## src/rtl/bcd_pkg.sv

```systemverilog
// Shared types and helpers for the serial packed-BCD adder/subtractor.
package bcd_pkg;
  typedef logic [3:0] bcd_digit_t;

  localparam bcd_digit_t BCD_MAX  = 4'd9;
  localparam bcd_digit_t BCD_CORR = 4'd6;

  typedef enum logic [1:0] {IDLE, RUN, DONE} state_t;

  function automatic bcd_digit_t nines_comp(input bcd_digit_t d);
    return BCD_MAX - d;
  endfunction
endpackage

```

## src/rtl/bcd_digit_addsub.sv

```systemverilog
// Combinational single-digit BCD add/subtract cell; chains through cin/cout.
module bcd_digit_addsub
  import bcd_pkg::*;
(
  input  bcd_digit_t a,
  input  bcd_digit_t b,
  input  logic       sub,
  input  logic       cin,
  output bcd_digit_t s,
  output logic       cout,
  output logic       bad
);
  bcd_digit_t b_eff;
  logic [4:0] bin_sum;

  always_comb begin
    b_eff   = sub ? nines_comp(b) : b;
    bin_sum = {1'b0, a} + {1'b0, b_eff} + {4'd0, cin};
    cout    = bin_sum[4] | (bin_sum[3:0] > BCD_MAX);
    // Out-of-range digits take the same correction path; no special casing.
    s       = cout ? bin_sum[3:0] + BCD_CORR : bin_sum[3:0];
    bad     = (a > BCD_MAX) | (b > BCD_MAX);
  end
endmodule

```

## src/rtl/bcd_serial_addsub.sv

```systemverilog
// Multi-digit packed-BCD add/sub, LANES digits per clock, LS group first.
module bcd_serial_addsub
  import bcd_pkg::*;
#(
  parameter int DIGITS = 8,
  parameter int LANES  = 1
) (
  input  logic                clk,
  input  logic                rst_n,
  input  logic                in_valid,
  output logic                in_ready,
  input  logic [4*DIGITS-1:0] a,
  input  logic [4*DIGITS-1:0] b,
  input  logic                sub,
  output logic                out_valid,
  input  logic                out_ready,
  output logic [4*DIGITS-1:0] s,
  output logic                c,
  output logic                bad_digit
);
  localparam int STEPS = DIGITS / LANES;
  localparam int W     = 4 * DIGITS;
  localparam int GW    = 4 * LANES;
  localparam int IDX_W = (STEPS > 1) ? $clog2(STEPS) : 1;

  if (DIGITS < 1 || LANES < 1 || (DIGITS % LANES) != 0) begin : g_param_chk
    $error("bcd_serial_addsub: DIGITS must be >= 1 and a multiple of LANES");
  end

  state_t           state_q, state_d;
  logic [W-1:0]     a_q, b_q, s_q;
  logic             sub_q, carry_q, c_q, bad_q;
  logic [IDX_W-1:0] idx_q;
  logic             last, in_bad;
  logic [31:0]      base;

  logic [GW-1:0]    grp_a, grp_b, grp_s;
  logic [LANES:0]   chain;
  logic [LANES-1:0] grp_bad;

  assign last  = (idx_q == IDX_W'(STEPS - 1));
  assign base  = 32'(idx_q) * GW;
  assign grp_a = a_q[base +: GW];
  assign grp_b = b_q[base +: GW];
  assign chain[0] = carry_q;

  for (genvar i = 0; i < LANES; i++) begin : g_lane
    bcd_digit_addsub u_cell (
      .a    (grp_a[4*i +: 4]),
      .b    (grp_b[4*i +: 4]),
      .sub  (sub_q),
      .cin  (chain[i]),
      .s    (grp_s[4*i +: 4]),
      .cout (chain[i+1]),
      .bad  (grp_bad[i])
    );
  end

  // Whole-operand digit check is done on the live inputs at acceptance.
  always_comb begin
    in_bad = 1'b0;
    for (int i = 0; i < DIGITS; i++)
      in_bad = in_bad | (a[4*i +: 4] > BCD_MAX) | (b[4*i +: 4] > BCD_MAX);
  end

  always_comb begin
    state_d = state_q;
    unique case (state_q)
      IDLE:    if (in_valid)  state_d = RUN;
      RUN:     if (last)      state_d = DONE;
      DONE:    if (out_ready) state_d = IDLE;
      default:                state_d = IDLE;
    endcase
  end

  always_ff @(posedge clk or negedge rst_n) begin
    if (!rst_n) state_q <= IDLE;
    else        state_q <= state_d;
  end

  always_ff @(posedge clk or negedge rst_n) begin
    if (!rst_n) begin
      a_q     <= '0;
      b_q     <= '0;
      s_q     <= '0;
      sub_q   <= 1'b0;
      carry_q <= 1'b0;
      c_q     <= 1'b0;
      bad_q   <= 1'b0;
      idx_q   <= '0;
    end else begin
      unique case (state_q)
        IDLE: if (in_valid) begin
          a_q     <= a;
          b_q     <= b;
          sub_q   <= sub;
          carry_q <= sub;
          bad_q   <= in_bad;
          idx_q   <= '0;
        end
        RUN: begin
          s_q[base +: GW] <= grp_s;
          carry_q         <= chain[LANES];
          idx_q           <= idx_q + 1'b1;
          bad_q           <= bad_q | (|grp_bad);
          if (last) c_q <= chain[LANES];
        end
        default: ;
      endcase
    end
  end

  assign in_ready  = (state_q == IDLE);
  assign out_valid = (state_q == DONE);
  assign s         = s_q;
  assign c         = c_q;
  assign bad_digit = bad_q;
endmodule

```

## config.mk

```make
export PLATFORM = sky130hd
export DESIGN_NAME = bcd_serial_addsub
export DESIGN_NICKNAME = d
export VERILOG_FILES = /design/src/rtl/bcd_pkg.sv /design/src/rtl/bcd_digit_addsub.sv /design/src/rtl/bcd_serial_addsub.sv
export SDC_FILE = /design/constraint.sdc
export NUM_CORES = 1
export LEC_CHECK = 0
export ABC_AREA = 1
export BUFFER_PORTS_ARGS = -buffer_cell sky130_fd_sc_hd__buf_2
export CORE_MARGIN = 2
export CORE_UTILIZATION = 57
export DETAILED_ROUTE_END_ITERATION = 8
export GPL_TIMING_DRIVEN = 0
export PLACE_DENSITY = 0.93
export SYNTH_ARGS = -nofsm -noshare
export SYNTH_HDL_FRONTEND = slang
export SYNTH_SLANG_ARGS = --single-unit
```

## constraint.sdc

```tcl
create_clock -name clk -period 6.1 [get_ports clk]
set_clock_uncertainty 0.05 [all_clocks]
set_input_delay 0.305 -clock clk [delete_from_list [all_inputs] [get_ports clk]]
set_output_delay 0.305 -clock clk [all_outputs]
set_load 0.01 [all_outputs]
```

==> qor.csv <==
metric,value,unit
Simple-Gate Fraction of Synth Area,0.316,
PortBufs,104,
most common cell in the netlist,nand2_1,
layout cells sized above 1,0.237,
worst skew pair latency,0.37,ns
clock tree buffer depth,2,
syn avg cell area,8.00,sq um
clk slew on worst S/H paths,0.11,ns
mux cell area share after synthesis,0,
Synth Area in Adders,0.0278,
starting density of the core,0.590,
Hold Buf Count CTS,1,
Yosys reg bits,105,
Least-Margin Pin Slew,0.823,ns
first-pass GRT wire length,21800,microns
share of synthesized flip-flops with an asynchronous set or reset,1.00,
mapped cell area,0.00548,sq mm
routed via count,5097,
min cycle time layout,3.37,ns
crit path buf inv count,4,
outcome,"finished, final reports clean",
r2r setup slk,2.73,ns
IO Count,105,
final setup fails,0,
DR vias/cell,5.45,
crit path max fanout,10,
WL/cell,14.7,microns
largest family of logic cells by synthesized area,simple AND/OR/NAND/NOR gates,
Syn-to-layout area delta,16.5,%
Syn Nets,765,
CTS Sinks,105,
Nets,882,
RR Startpoint,idx_q[0],
vias in the first global route,4661,
Worst path max stage delay,0.47,ns
"Req. time, crit path",6.37,ns
Crit path top cell by count,buf_6,
DRC violations left,0,
total die area,0.0104,sq mm
Synth cell types,42,
largest net degree at the start of global routing,66,
RSZ-0062 raised after global routing,no,
commonest cells in the netlist,"nand2_1, dfrtp_1, o21ai_0",
Final Max Tran Viols,0,
Synth Area in Compound Gates,0.0956,
worst flop-to-flop path endpoint,s[14],
die width,102,microns
Overflow after GRT,0,
Multi-input gate area,0.00242,sq mm
Synth area leaders,"dfrtp_1, nand2_1, o21ai_0, nor2_1, inv_1",
Post-Synth XOR/XNOR Area,0.00320,
cells along the critical path,buf_6 > buf_6 > buf_6 > o21ai_1 > o221ai_1 > o21ai_1 > xor2_1 > fa_1 > inv_1 > fa_1 > nand2_1 > nand3_2 > nand2_4 > nand2_2 > nand2_2 > nand4_1 > nand2_1,
Routed Antenna Nets,0,
slew margin rel.,0.451,
fill count,739,
critical path type,flip-flop to flip-flop,
post-CTS setup buffers,0,
"area leader, netlist",dfrtp_1,
GRT Resource Usage Total,0.271,
setup tns final,0,ns
initial drt markers,329,
DP HPWL,10200,microns
Rows,35,
highest clock rate,297,MHz
Die Y,102,microns
Critical Path Source Type,flip-flop,
antenna violations before repair,0,
worst endpoint data arrival time,3.64,ns
Synth top area share,0.479,
number of synthesized flops with an enable pin,0,
Antenna diodes,0,
routability cong.,0.911,
CTS Root Cell,clkbuf_8,
final WL,13700,microns
Worst Setup EP,s[14],
Yosys Warn Count,0,
total core area,0.00928,sq mm
post-route clock period utilization,0.552,
register area,0.00263,sq mm
max-cap check violation count,0,
Levels on crit path,17,
predominant post-synthesis flop cell,dfrtp_1,
cts repair resizes,0,
sequential area share after synthesis,0.479,
"Hold Vio Cnt, Final",0,
TritonCTS clock tree,built,
CP startpoint,idx_q[0],
Crit. End Element,flip-flop,
H-tree levels,3,
R2R depth,17,
CP max-delay cell,fa_1,
min-delay worst type,input port to flip-flop,
Gate Count Post-Synth,685,
Num CTS Buffers,9,
first-pass iteration count of the detailed router,6,
kind of cell adding the most delay to the critical path,adder cells,
stage by stage:
stage | util | setup slack (ns) | cells | hold WS (ns) | area, sq um
2_1_floorplan | - | 3.16 | 685 | -0.0406 | 5480
3_3_place_gp | 0.664 | 2.80 | 918 | 0.404 | 6160
3_5_place_dp | 0.666 | 2.78 | 919 | 0.395 | 6190
4_1_cts | 0.688 | 2.74 | 936 | 0.0490 | 6390
5_1_grt | 0.688 | 2.50 | 936 | 0.0619 | 6390
6_report | 0.688 | 2.73 | 936 | 0.0490 | 6390
worst min-delay path by stage:
stage          startpoint          to  slack [ns]  cells past startpoint
2_1_floorplan       rst_n      a_q[0]       -0.04                      0
3_3_place_gp        s[16]       s[16]        0.40                      2
3_5_place_dp        rst_n  state_q[1]        0.39                      1
4_1_cts         out_ready  state_q[1]        0.05                      2
5_1_grt         out_ready  state_q[1]        0.06                      2
6_report        out_ready  state_q[1]        0.05                      2
flip-flops by register name, indices dropped and copies added, names as in the netlist:
signal     cells
a_q           32
b_q           32
s             32
idx_q          3
state_q        2
bad_digit      1
c              1
carry_q        1
sub_q          1
cell usage in the layout (no fill, tap or decap), drive strengths merged, types with 6 or more instances in the layout:
master,instances
ha,9
nand2,271
buf,131
nand4,17
o21ai,67
inv,60
dfrtp,105
clkbuf,14
nor2,62
a21oi,10
nand3,26
o21bai,6
worst register-to-register path, cell delays in order, from the launching register on:
cell and delay (ns):
dfrtp_1 0.40, buf_6 0.16, buf_6 0.16, buf_6 0.15, o21ai_1 0.08, o221ai_1 0.17, o21ai_1 0.15, xor2_1 0.18
fa_1 0.45, inv_1 0.09, fa_1 0.47, nand2_1 0.12, nand3_2 0.14, nand2_4 0.13, nand2_2 0.07, nand2_2 0.14
nand4_1 0.13, nand2_1 0.09
layer usage:
metal / GRT usage / share of wire / routed length [microns]
met2: 0.439 / 0.48 / 6530
met3: 0.0506 / 0.090 / 1230
met5: 0 / 0 / 0
met4: 0.0841 / 0.020 / 274
met1: 0.374 / 0.41 / 5700
logic make-up after synthesis:
family	count (synthesis)
buf+inv	88
fa+ha+maj	11
xor+xnor	2
simple gates	384
flops	105
compound gates	95
cell type report:
class                           instances  area share
Buffer                                 29      0.0321
Clock buffer                           11      0.0221
Clock inverter                          5     0.00803
Inverter                               59      0.0351
Multi-Input combinational cell        492       0.380
Sequential cell                       105       0.411
Tap cell                              129      0.0253
Timing Repair Buffer                  106      0.0866
Power is not shown: default switching activity piles up to over one toggle a cycle in this logic, so the estimate is an artifact.
